File: src/rtl/fifo_rd_stream_pkg.sv
// Shared types and constants for the fifo_rd_stream read-side drain engine.
// Optional sequence checker is enabled with the FIFO_RD_SEQ_CHK_EN macro.
package fifo_rd_pkg;

  localparam int unsigned BUF_DEPTH = 2;
  localparam int unsigned DSIZE_DEF = 8;

  typedef logic [1:0]           occ_t;
  typedef logic [DSIZE_DEF-1:0] data_t;

  localparam occ_t OCC_FULL = 2'(BUF_DEPTH);

  // Words buffered plus the one possibly returning from the FIFO read port.
  function automatic logic [2:0] pending(input occ_t occ, input logic inflight);
    return 3'(occ) + 3'(inflight);
  endfunction

endpackage

File: src/rtl/fifo_rd_stream_if.sv
// FIFO read port plus downstream valid/ready stream, bundled for fifo_rd_stream.
interface fifo_rd_stream_if
  import fifo_rd_pkg::*;
#(
  parameter int unsigned DSIZE = DSIZE_DEF
);

  logic             O_rinc;
  logic [DSIZE-1:0] I_rdata;
  logic             I_rempty;
  logic             O_valid;
  logic [DSIZE-1:0] O_data;
  logic             I_ready;

  modport master (
    output O_rinc,
    input  I_rdata,
    input  I_rempty,
    output O_valid,
    output O_data,
    input  I_ready
  );

  modport slave (
    input  O_rinc,
    output I_rdata,
    output I_rempty,
    input  O_valid,
    input  O_data,
    output I_ready
  );

endinterface

File: src/rtl/fifo_rd_stream_skid.sv
// Two-entry in-order buffer: head drives the stream, tail absorbs the word
// returning from the FIFO while the head is still waiting to be accepted.
module fifo_rd_skid
  import fifo_rd_pkg::*;
#(
  parameter int unsigned DSIZE = DSIZE_DEF
) (
  input  logic             clk,
  input  logic             rst_n,
  input  logic             flush_i,
  input  logic             push_i,
  input  logic [DSIZE-1:0] push_data_i,
  input  logic             pop_i,
  output logic             valid_o,
  output logic [DSIZE-1:0] data_o,
  output occ_t             occ_o
);

  logic [DSIZE-1:0] head_q, head_d;
  logic [DSIZE-1:0] tail_q, tail_d;
  occ_t             occ_q, occ_d;
  logic             valid_q, valid_d;
  logic             pop_c, push_c;

  // Next-state: flush wins, otherwise shift/insert keeping strict FIFO order.
  always_comb begin
    head_d  = head_q;
    tail_d  = tail_q;
    occ_d   = occ_q;
    pop_c   = pop_i && (occ_q != '0);
    push_c  = push_i && (pop_c || (occ_q != OCC_FULL));
    if (flush_i) begin
      occ_d = '0;
    end else begin
      unique case ({push_c, pop_c})
        2'b10: begin
          if (occ_q == '0) head_d = push_data_i;
          else             tail_d = push_data_i;
          occ_d = occ_q + 2'd1;
        end
        2'b01: begin
          head_d = tail_q;
          occ_d  = occ_q - 2'd1;
        end
        2'b11: begin
          if (occ_q == 2'd1) begin
            head_d = push_data_i;
          end else begin
            head_d = tail_q;
            tail_d = push_data_i;
          end
        end
        default: begin
        end
      endcase
    end
    valid_d = (occ_d != '0);
  end

  always_ff @(posedge clk or negedge rst_n) begin
    if (!rst_n) begin
      head_q  <= '0;
      tail_q  <= '0;
      occ_q   <= '0;
      valid_q <= 1'b0;
    end else begin
      head_q  <= head_d;
      tail_q  <= tail_d;
      occ_q   <= occ_d;
      valid_q <= valid_d;
    end
  end

  assign valid_o = valid_q;
  assign data_o  = head_q;
  assign occ_o   = occ_q;

endmodule

File: src/rtl/fifo_rd_stream.sv
// Read-domain drain engine: pops asyn_fifo, re-times its one-cycle read latency
// into a valid/ready stream and counts delivered words.
// Optional sticky sequence checker: define FIFO_RD_SEQ_CHK_EN.
module fifo_rd_stream
  import fifo_rd_pkg::*;
#(
  parameter int unsigned      DSIZE    = DSIZE_DEF,
  parameter int unsigned      CNT_W    = 16,
  parameter logic [DSIZE-1:0] SEQ_INIT = DSIZE'(1)
) (
  input  logic                I_clk,
  input  logic                I_rst_n,
  input  logic                I_flush,
  fifo_rd_stream_if.master    bus,
  output logic [CNT_W-1:0]    O_rd_cnt,
  output logic                O_seq_err
);

  occ_t             occ;
  logic             skid_valid;
  logic [DSIZE-1:0] skid_data;
  logic             inflight_q, inflight_d;
  logic [CNT_W-1:0] cnt_q, cnt_d;
  logic [2:0]       pend_c;
  logic             rinc_c;
  logic             accept_c;

  assign accept_c = skid_valid && bus.I_ready;

  // Pop only when the buffer can absorb the returning word, counting a
  // same-cycle downstream accept as freeing a slot.
  always_comb begin
    pend_c     = pending(occ, inflight_q);
    rinc_c     = I_rst_n && !bus.I_rempty && !I_flush &&
                 ((pend_c < 3'(BUF_DEPTH)) ||
                  (accept_c && (pend_c == 3'(BUF_DEPTH))));
    inflight_d = rinc_c;
    cnt_d      = accept_c ? cnt_q + CNT_W'(1) : cnt_q;
  end

  always_ff @(posedge I_clk or negedge I_rst_n) begin
    if (!I_rst_n) begin
      inflight_q <= 1'b0;
      cnt_q      <= '0;
    end else begin
      inflight_q <= inflight_d;
      cnt_q      <= cnt_d;
    end
  end

  // A returning word is dropped inside the buffer when flush coincides with it.
  fifo_rd_skid #(
    .DSIZE (DSIZE)
  ) u_skid (
    .clk         (I_clk),
    .rst_n       (I_rst_n),
    .flush_i     (I_flush),
    .push_i      (inflight_q),
    .push_data_i (bus.I_rdata),
    .pop_i       (accept_c),
    .valid_o     (skid_valid),
    .data_o      (skid_data),
    .occ_o       (occ)
  );

  assign bus.O_rinc  = rinc_c;
  assign bus.O_valid = skid_valid;
  assign bus.O_data  = skid_data;
  assign O_rd_cnt    = cnt_q;

`ifdef FIFO_RD_SEQ_CHK_EN
  logic [DSIZE-1:0] exp_q, exp_d;
  logic             seq_err_q, seq_err_d;

  // Resync to the observed word so one gap reports once.
  always_comb begin
    exp_d     = exp_q;
    seq_err_d = seq_err_q;
    if (I_flush) begin
      exp_d = SEQ_INIT;
    end else if (accept_c) begin
      if (skid_data != exp_q) seq_err_d = 1'b1;
      exp_d = skid_data + DSIZE'(1);
    end
  end

  always_ff @(posedge I_clk or negedge I_rst_n) begin
    if (!I_rst_n) begin
      exp_q     <= SEQ_INIT;
      seq_err_q <= 1'b0;
    end else begin
      exp_q     <= exp_d;
      seq_err_q <= seq_err_d;
    end
  end

  assign O_seq_err = seq_err_q;
`else
  logic unused_seq_init;
  assign unused_seq_init = ^SEQ_INIT;
  assign O_seq_err       = 1'b0;
`endif

endmodule

File: src/flat_wrapper.sv
// flat-port wrapper written by rule: the top's interface ports become plain ports
module fifo_rd_stream_flat import fifo_rd_pkg::*;
#(
  parameter int unsigned      DSIZE    = DSIZE_DEF,
  parameter int unsigned      CNT_W    = 16,
  parameter logic [DSIZE-1:0] SEQ_INIT = DSIZE'(1)
)
  (I_clk, I_rst_n, I_flush, O_rd_cnt, O_seq_err, bus_O_rinc, bus_I_rdata, bus_I_rempty, bus_O_valid, bus_O_data, bus_I_ready);
  fifo_rd_stream_if #(.DSIZE(DSIZE)) bus_i ();
  input  logic I_clk;
  input  logic I_rst_n;
  input  logic I_flush;
  output logic [CNT_W-1:0] O_rd_cnt;
  output logic O_seq_err;
  output wire logic [$bits(bus_i.O_rinc)-1:0] bus_O_rinc;
  input wire logic [$bits(bus_i.I_rdata)-1:0] bus_I_rdata;
  input wire logic [$bits(bus_i.I_rempty)-1:0] bus_I_rempty;
  output wire logic [$bits(bus_i.O_valid)-1:0] bus_O_valid;
  output wire logic [$bits(bus_i.O_data)-1:0] bus_O_data;
  input wire logic [$bits(bus_i.I_ready)-1:0] bus_I_ready;
  assign bus_O_rinc = bus_i.O_rinc;
  assign bus_i.I_rdata = bus_I_rdata;
  assign bus_i.I_rempty = bus_I_rempty;
  assign bus_O_valid = bus_i.O_valid;
  assign bus_O_data = bus_i.O_data;
  assign bus_i.I_ready = bus_I_ready;
  fifo_rd_stream #(.DSIZE(DSIZE), .CNT_W(CNT_W), .SEQ_INIT(SEQ_INIT)) u_core (.I_clk(I_clk), .I_rst_n(I_rst_n), .I_flush(I_flush), .bus(bus_i), .O_rd_cnt(O_rd_cnt), .O_seq_err(O_seq_err));
endmodule
File: config.mk
export PLATFORM = sky130hd
export DESIGN_NAME = fifo_rd_stream_flat
export DESIGN_NICKNAME = d
export VERILOG_FILES = /design/src/rtl/fifo_rd_stream_pkg.sv /design/src/rtl/fifo_rd_stream_if.sv /design/src/rtl/fifo_rd_stream_skid.sv /design/src/rtl/fifo_rd_stream.sv /design/src/flat_wrapper.sv
export SDC_FILE = /design/constraint.sdc
export NUM_CORES = 1
export LEC_CHECK = 0
export CAP_MARGIN = 20
export CORE_MARGIN = 2
export CORE_UTILIZATION = 47
export DETAILED_ROUTE_END_ITERATION = 16
export PLACE_DENSITY_LB_ADDON = 0.08
export SLEW_MARGIN = 0
export SYNTH_ARGS = -nofsm -noshare
export SYNTH_HDL_FRONTEND = slang
export SYNTH_HIERARCHICAL = 1
export SYNTH_SLANG_ARGS = --single-unit
File: constraint.sdc
create_clock -name I_clk -period 3.4 [get_ports I_clk]
set_input_delay 0.68 -clock I_clk [delete_from_list [all_inputs] [get_ports I_clk]]
set_output_delay 0.68 -clock I_clk [all_outputs]
set_load 0.05 [all_outputs]
# --- Yosys cells after proc, flatten, opt, wreduce, memory -nomap -nowiden ---
# Cells that the tools add are included.
# W data, S select, Z words.
word_totals:
  latch_bits: 0
  ramBits: 0
  wordCells: 47
  memories: 0
  ff_bits: 36
  romBits: 0
classes:
  n_shift: 0
  div: 0
  muxes: 8
  eq_ne: 9
  multipliers: 0
  reduce_logical: 18
  n_lt_le_gt_ge: 1
  n_addsub: 4
  bitwise: 1
ops:
  columns: ["cell", "count"]
  rows:
  - ["$mux W8", 4]
  - ["$pmux W8 S3", 1]
  - ["$add A16 B1 Y16 const B", 1]
  - ["$pmux W8 S2", 1]
  - ["$ne A2 B2 Y1 const B", 4]
  - ["$logic_and A1 B1 Y1", 7]
  - ["$reduce_bool A2 Y1", 3]
  - ["$eq A2 B1 Y1 const B", 2]
  - ["$eq A2 B2 Y1 const B", 2]
  - ["$pmux W2 S2", 1]
  - ["$reduce_and A4 Y1", 1]
  - ["$add A2 B1 Y3", 1]
  - ["$eq A3 B2 Y1 const B", 1]
  - ["$lt A3 B2 Y1 const B", 1]
  - ["$reduce_and A3 Y1", 1]
  - ["$reduce_bool A3 Y1", 1]
  - ["$add A2 B1 Y2 const B", 1]
  - ["$logic_not A1 Y1", 2]
  - ["$logic_not A2 Y1", 1]
  - ["$logic_or A1 B1 Y1", 2]
  - ["$mux W2", 1]
  - ["$sub A2 B1 Y2 const B", 1]
  - ["$not A1 Y1", 1]

# --- Logic depth before layout (Yosys ltp) ---
# Gate-level depths: netlist of the first run.
logic_depth:
  word_depth: 8
  depth_mapped: 7
  mapped_depth_nobuf: 6

# --- Cells and area by module ---
# Netlist of the first run, hierarchy kept.
modules_own_cells:
  columns: ["mod", "area_each_um2", "instances", "cells_each"]
  rows:
  - ["fifo_rd_skid", 918.4, 1, 74]
  - ["fifo_rd_stream", 810.8, 1, 74]

# --- Worst setup path before layout of the first run ---
# OpenSTA, ideal clock, no wires.
synth_path:
  path_type: "reg2out"
  startpoint: "register u_core.u_skid.valid_q, in the netlist u_core/u_skid/valid_o"
  endpoint: "output port bus_O_rinc"
  stages_incl_launch_ff: 5
  arrival_ns: 2.759
  slack_ns: -0.039
  path_buffers: 0
  required_time_ns: 2.720
  cell_sequence: "dfrtp_1 nand2_1 nor3_1 a21oi_1 nor4b_1"
synth_between:
  elab_chain_cells: 4
synth_lines:
  columns: ["element", "line", "text"]
  rows:
  - ["start, declared", "fifo_rd_stream_skid.sv:22", "logic valid_q, valid_d;"]
  - ["start signal, assigned", "fifo_rd_stream_skid.sv:70", "valid_q <= valid_d;"]
  - ["$logic_and A1 B1 Y1", "fifo_rd_stream.sv:28", "assign accept_c = skid_valid && bus.I_ready;"]
  - ["$logic_and A1 B1 Y1", "fifo_rd_stream.sv:36", "(accept_c && (pend_c == 3'(BUF_DEPTH))));"]
  - ["$logic_or A1 B1 Y1", "fifo_rd_stream.sv:35", "((pend_c < 3'(BUF_DEPTH)) ||"]
  - ["$logic_and A1 B1 Y1", "fifo_rd_stream.sv:34", "rinc_c = I_rst_n && !bus.I_rempty && !I_flush &&"]
  - ["end, declared", "flat_wrapper.sv:15", "output wire logic [$bits(bus_i.O_rinc)-1:0] bus_O_rinc;"]
# No other way between the ends.

# --- Worst setup path in the final report of the first run ---
layout_path:
  startpoint: "input port bus_I_ready"
  endpoint: "output port bus_O_rinc"
layout_between:
  elab_chain_cells: 4
layout_lines:
  columns: ["element", "line", "text"]
  rows:
  - ["start, declared", "flat_wrapper.sv:20", "input wire logic [$bits(bus_i.I_ready)-1:0] bus_I_ready;"]
  - ["$logic_and A1 B1 Y1", "fifo_rd_stream.sv:28", null]
  - ["$logic_and A1 B1 Y1", "fifo_rd_stream.sv:36", null]
  - ["$logic_or A1 B1 Y1", "fifo_rd_stream.sv:35", null]
  - ["$logic_and A1 B1 Y1", "fifo_rd_stream.sv:34", null]
# No other way between the ends.

==> summary by stage, run 1 <==
Status
The flow ran to the end, and the final reports show no timing, DRC or antenna violations.

Routing
In the routed layout, each cell is associated on average with a via count of ~5. For this run, the detailed router's first-pass iteration total came to 3. The wire length per cell is approximately 13 um. After the first detailed-routing iteration, the DRC count stood at 120. The number of design rule violations left after detail routing is 0. The routed layout has ~1.2k vias. The count of nets left with antenna violations once routing finished came out at 0. The aggregate routed wire length is 3090 um.

Placed design
At the end of routability-driven placement, the weighted congestion stood at around 0.8. The detailed-placement wirelength estimate is roughly 2300 um. The number of buffers added on ports is 38.

Counting tap cells, the placed design contains a total of 232 instances.

Finish
Compared with the post-synthesis result, the final layout area differs by 30.5%. The share of post-route cells with drive strength above 1 is 0.135. Excluding fillers, the count of instances in the completed layout stands at 240. In the final design database the tool counted approximately 210 nets. The number of antenna diodes in the final layout is 0. The layout has a little over 300 filler cells. Leaving out fill and tap cells, the most frequent cells in the layout are 37 x clkdlybuf4s50_1, 36 x dfrtp_1, 15 x nor2_1, 11 x xnor2_1, 11 x mux2i_1. The library cell used most frequently in the layout, excluding fill and tap cells, is clkdlybuf4s50_1.

Die
The initial utilization of the core area, before any placement, comes to 0.480. Row generation in the floorplan step produced 22 rows. After floorplanning, the core was sized to cover ~0.0036 mm2. The die width is between 60 and 70 um.

The die area is ~0.0042 mm2. The die boundary height is 64.7 um. The number of top-level pins is 40.

STA
The final number of hold-violating endpoints was 0. The number of slew-limit violations in the final report was 0. For this run, the top clock speed supported by timing is around 0.36 GHz. The count of endpoints failing setup in the final report is 0. The setup total negative slack is 0 ns. Of the available clock period, the critical path in the final layout requires 0.824. For the pin with the worst max-slew slack, the measured transition is slightly above 0.5 ns. Setup repair after global routing left no endpoint under its margin. The routed design could run at a clock period as short as 2.80 ns. The clock arrives with about 0.0036 ns of skew. The worst relative slew slack is 0.664.

Global routing
The number of global-route vias before repair came to 1210. The number of antenna violations at the first check in global routing is 0. Summed over all layers, the global routing overflow is 0.

Entering global routing, the biggest net connects 37 pins. The all-layer global routing usage is 0.173. The global-route wire length before repair is around 5500 um.

Yosys
The post-synthesis sequential area ratio is 0.521. The number of cells produced by synthesis is between 100 and 150. The number of flops mapped to enable cells by yosys is 0. The most used flip-flop cell after synthesis is dfrtp_1. The number of different library cells in the post-synthesis netlist is 32. The flop and latch count out of synthesis is 36. During synthesis, Yosys emitted a total of 6 warnings.

The synthesized netlist occupies a cell area of between 0.0015 and 0.002 mm2. After synthesis, the share of flip-flops with an asynchronous set or reset is 1.00. Each instance of the synthesized netlist takes up on average 11.7 um2. The number of nets handed over by synthesis was approximately 170.

Critical path
The critical path in this run is classified as in -> out. In this run the worst path has a maximum fanout of 6. The kind of start point of the critical path is an input port. The data arrival time of the critical path is around 2.1 ns.

The kind of end point of the critical path is an output pin. The data required time of the worst path is about 2.7 ns.

CTS
The clock tree from TritonCTS is yes. Counting every sink on the clock net gives 36. In this run, CTS created clock tree buffers numbering 5. The number of instances resized during post-cts repair is 0. The number of post-CTS setup repair buffers is 0.

The depth of the CTS H-tree is 2. At the later pin of the worst-skew pair, clock insertion delay measures 0.27 ns. Clock-pin slew was measured on the worst setup and hold paths at roughly 0.06 ns. The cell sitting at the root of the clock tree is a clkbuf_8. The number of hold buffers added after cts is 0.

The buffer depth of the longest clock path is 2.

Power
For this design the ratio of total power to cell area is between 500 and 600 mW/mm2. Across the VDD grid, the largest voltage drop is between 0.4 and 0.5 mV. The leakage dissipation is approximately 1.1 nW.

Min path
The type of the worst min-delay path is reg -> reg.

Run
The number of maximum-capacitance constraint violations is 0.
[layout make-up]
class	count	area [um2]	share of cell area
Sequential cell	36	901	0.399
Multi-Input combinational cell	101	778	0.345
Timing Repair Buffer	39	398	0.176
Clock buffer	8	90.1	0.0399
Tap cell	48	60.1	0.0266
Inverter	8	30.0	0.0133
[flip-flops by register name, indices dropped and copies added, names as in the netlist]
register	cells
u_core/u_skid/occ_o	2
u_core/inflight_q	1
u_core/O_rd_cnt	16
u_core/u_skid/tail_q	8
u_core/u_skid/data_o	8
u_core/u_skid/valid_o	1
[worst paths after layout]
kind	from	end	slack, ns	cells past startpoint
min	u_core/O_rd_cnt[15]	u_core/O_rd_cnt[15]	0.47	1
min in group asynchronous	I_rst_n	u_core/O_rd_cnt[5]	0.89	2
min reg2reg	u_core/O_rd_cnt[15]	u_core/O_rd_cnt[15]	0.47	1
max	bus_I_ready	bus_O_rinc	0.60	6
max in group asynchronous	I_rst_n	u_core/u_skid/data_o[0]	2.19	2
max reg2reg	u_core/O_rd_cnt[0]	u_core/O_rd_cnt[14]	1.63	5
[cell families after synthesis]
family                   after synthesis  share of synthesized area
buffers and inverters                 11                     0.0326
AO/OA/AOI/OAI                         14                     0.0535
flip-flops                            36                      0.521
multiplexers                          19                      0.116
adder cells (fa/ha/maj)                7                     0.0506
other                                  1                    0.00217
XOR/XNOR                              16                     0.0854
AND/OR/NAND/NOR                       44                      0.139
[worst max-delay path, stage by stage]
cell and delay, ns:
clkdlybuf4s50_1 0.47, nand2_1 0.14, nor3_1 0.17, a21oi_1 0.11, nor4b_2 0.36, buf_12 0.19
[per-layer routing]
layer  part of all wire  global-route usage
met5                  0                   0
met4             0.0055              0.0479
met3              0.033              0.0469
met2               0.52               0.297
met1               0.44               0.214
[stage by stage]
step	worst slack (ns)	area [um2]	total power (W)	hold slack [ns]	util
2_1_floorplan	0.670	1740	0.000861	0.384	-
3_3_place_gp	0.620	2170	0.00102	0.458	0.601
3_5_place_dp	0.564	2170	0.00103	0.463	0.601
4_1_cts	0.563	2260	0.00134	0.474	0.626
5_1_grt	0.485	2260	0.00139	0.499	0.626
6_report	0.598	2260	0.00132	0.474	0.626
[power by group]
part,switching [W],leakage (nW),internal [W],total (W)
Sequential,0.0000636,0.464,0.000506,0.000570
Combinational,0.000283,0.549,0.000166,0.000449
Clock,0.000133,0.0455,0.000165,0.000298
Total,0.000479,1.06,0.000837,0.00132
[cells in the mapped netlist, drive strengths merged, types with 2 or more instances]
master	instances	area, um2
dfrtp	36	901
nor2	15	56.3
xnor2	12	113
mux2i	11	110
a21oi	10	61.3
nand2	9	33.8
inv	8	30.0
mux2	8	90.1
ha	7	87.6
nand3	5	30.0
xor2	4	35.0
buf	3	26.3
nand4	3	18.8
a211oi	2	15.0
and4	2	18.8
nand2b	2	20.0
nor3	2	10.0
No activity file was read; power rests on OpenSTA's default activity.
==> run 2, diff against run 1 <==
==> constraint.sdc (replaced) <==
create_clock -name I_clk -period 2.9 [get_ports I_clk]
set_input_delay 0.58 -clock I_clk [delete_from_list [all_inputs] [get_ports I_clk]]
set_output_delay 0.58 -clock I_clk [all_outputs]
set_load 0.05 [all_outputs]
==> run 2 against run 1 <==
  * Non-clock buffer count up 1
  * Cell count up 0.42%
  * Global-route usage up 1.1 points
==> summary by stage, run 2 (same netlist as run 1, synthesis figures left out) <==
Die
The floorplan row count is 22. The number of top-level pins is 40. For this configuration, the core starts out at a cell density of 0.480. Measured along the y axis, the die boundary spans roughly 65 um.

The die area is ~0.0042 mm2. The die width is 64.7 um. The core region is between 0.003 and 0.004 mm2.

STA
For the pin with the worst max-slew slack, the measured transition is about 0.51 ns. The final worst hold slack is around 0.47 ns. The final clock skew is ~0.0051 ns. The post-route fraction of the period consumed by the critical path is 0.898.

Setup repair after global routing left no endpoint under its margin. The minimum clock period is between 2 and 3 ns. After layout, the worst setup slack is just under 0.3 ns.

Setup violations remaining at the end of the flow were counted as 0. The number of slew-limit violations in the final report was 0. The setup total negative slack is 0 ns. The final number of hold-violating endpoints came to 0. The fmax is 0.384 GHz. In this run the tightest slew margin relative to its limit is 0.661.

CTS
Counting every sink on the clock net gives 36. The depth of the CTS H-tree is 2. The root cell of the clock tree is clkbuf_8. Clock-pin slew was measured on the worst setup and hold paths at ~0.07 ns.

The TritonCTS buffer count is 5. The clock tree from TritonCTS is yes. In this run, post-CTS repair resized a total of 0 instances. No sink is reached through more buffers than the 2 on the longest clock path. The later-pin clock latency in the skew report is ~0.28 ns. The number of hold buffers added after cts is 0.

Buffers added to address setup during post-CTS repair amount to 0.

Global routing
The met2 layer usage reported by global route is 0.305. The maximum number of pins on one net before global-route repair is 37. The number of antenna violations at the first check in global routing is 0. The number of global-route vias before repair was approximately 1.2k. The global-route wire length before repair is around 5700 um.

The global routing usage on met3 is 0.0573. Summed over all layers, the global routing overflow is 0. In the global route stage, met1 resource usage came out at 0.217. The global routing stage identified its most utilized layer as met2. In the global route stage, overall resource usage came out at 0.184.

Critical path
The critical path in this run is classified as in -> out. The sum of buffers and inverters on the critical path is 2. The worst setup path is launched from an input port. Walking the worst path, the cells encountered are clkdlybuf4s50_1, nand2_1, nor3_1, a21oi_1, nor4b_2, buf_12. The slowest stage of the critical path is the clkdlybuf4s50_1 cell.

STA puts the critical path data arrival time at around 2.0 ns. For this run, the slowest stage of the critical path takes ~0.47 ns. The data required time of the worst path is 2.32 ns. The worst setup path is captured at an output pin. The gate family responsible for the most delay along the worst path is simple AND/OR/NAND/NOR gates. Of all nets on the critical path, the largest fanout is 6. The critical path crosses 6 cells after its start point.

The number of cell instances on the worst register-to-register path is 5.

Routing
The number of routed nets with antenna violations is 0. Summed over all layers, the routed wires come to approximately 3100 um. The pre-antenna-repair detailed-routing pass consisted of 4 iterations. The DRC marker count from the first detailed-route iteration is 87. Using the TritonRoute via totals, the vias-per-cell ratio works out to 4.93. After detailed routing, the number of remaining DRC violations is 0. The final route contains approximately 1.2k vias. The wire length per cell is between 10 and 15 um.

Run
The number of maximum-capacitance constraint violations is 0.

Finish
The number of diodes added for antenna fixing is 0. Of the cells placed in the final design, the portion with a size suffix greater than 1 is 0.145. In the layout the commonest cells are 37 x clkdlybuf4s50_1, 36 x dfrtp_1, 15 x nor2_1, 11 x xnor2_1, 11 x mux2i_1. The number of inserted filler cells in the final layout is 310. The register with the most flip-flops in the layout has 16 of them.

The combined area of the multi-input logic cells is approximately 780 um2. Leaving out fill and tap cells, the most frequent cell in the layout is clkdlybuf4s50_1. From synthesis to final layout, the design area changed by 31.2%. At the end of the flow, the number of nets in the layout was 212.

The sequential cell area in the final layout is roughly 900 um2.

Placed design
The count of buffers added on input and output ports is 38. Routability-driven placement finished with a final weighted congestion of between 0.7 and 0.8. Detailed placement finished with a half-perimeter wire length of 2340 um.

The post-placement setup slack is 0.275 ns.

Min path
The number of stages on the worst hold path is 1. The type of the worst min-delay path is reg -> reg.

Status
The flow ran to the end, and the final reports show no timing, DRC or antenna violations.

Power
The power per cell area is 687 mW/mm2. For this design the static power due to leakage is roughly 1.1 nW. The peak ir drop on the vdd network is between 0.3 and 0.4 mV.
## run 2: cell count changes in the layout (fill, tap and decap cells not counted), sizes merged
| cell | previous run | this run |
|---|---|---|
| buf | 2 | 3 |
| clkbuf | 8 | 7 |
| clkinvlp | 0 | 1 |
## run 2: power by group
| group | internal [W] | leakage [nW] | total (W) | switching, W |
|---|---|---|---|---|
| sequential | 0.000593 | 0.464 | 0.000670 | 0.0000768 |
| combinational | 0.000196 | 0.553 | 0.000528 | 0.000332 |
| clock | 0.000193 | 0.0445 | 0.000362 | 0.000169 |
## run 2: final timing paths
path,slack (ns),to,from
worst max-delay path,0.29,bus_O_rinc,bus_I_ready
worst min-delay path,0.47,u_core/O_rd_cnt[15],u_core/O_rd_cnt[15]
worst max register to register,1.11,u_core/O_rd_cnt[14],u_core/O_rd_cnt[0]
worst min register to register,0.47,u_core/O_rd_cnt[15],u_core/O_rd_cnt[15]
max in group asynchronous,1.82,u_core/u_skid/occ_o[0],I_rst_n
min in group asynchronous,0.77,u_core/O_rd_cnt[5],I_rst_n
## run 2: cell type report
type                       instances  share of cell area
clock buffer                       7              0.0381
clock inverter                     1             0.00331
inverter                           8              0.0132
multi-input combinational        101               0.343
sequential                        36               0.397
tap                               48              0.0265
timing repair buffer              40               0.179
## run 2: metal layers
metal | up-vias | routed length [um]
li1 | 588 | -
met1 | 570 | 1420
met2 | 27 | 1530
met3 | 4 | 146
met4 | 0 | 43
met5 | - | 0
## run 2: per-stage QoR
stage	cell area (um2)	utilization	cells	total power (W)
6_report	2270	0.629	241	0.00156
5_1_grt	2270	0.629	241	0.00164
4_1_cts	2270	0.629	241	0.00158
3_5_place_dp	2170	0.603	233	0.00121
3_3_place_gp	2170	0.603	233	0.00120
2_1_floorplan	1740	-	148	0.00101
==> run 3, diff against run 2 <==
--- a/config.mk
+++ b/config.mk
@@ -8,6 +8,7 @@
 export CAP_MARGIN = 20
 export CORE_MARGIN = 2
 export CORE_UTILIZATION = 47
+export CTS_CLUSTER_DIAMETER = 80
 export DETAILED_ROUTE_END_ITERATION = 16
 export PLACE_DENSITY_LB_ADDON = 0.08
 export SLEW_MARGIN = 0
==> results of run 3 <==
Same layout as run 2: the final DEF is identical, and so are final timing and power.
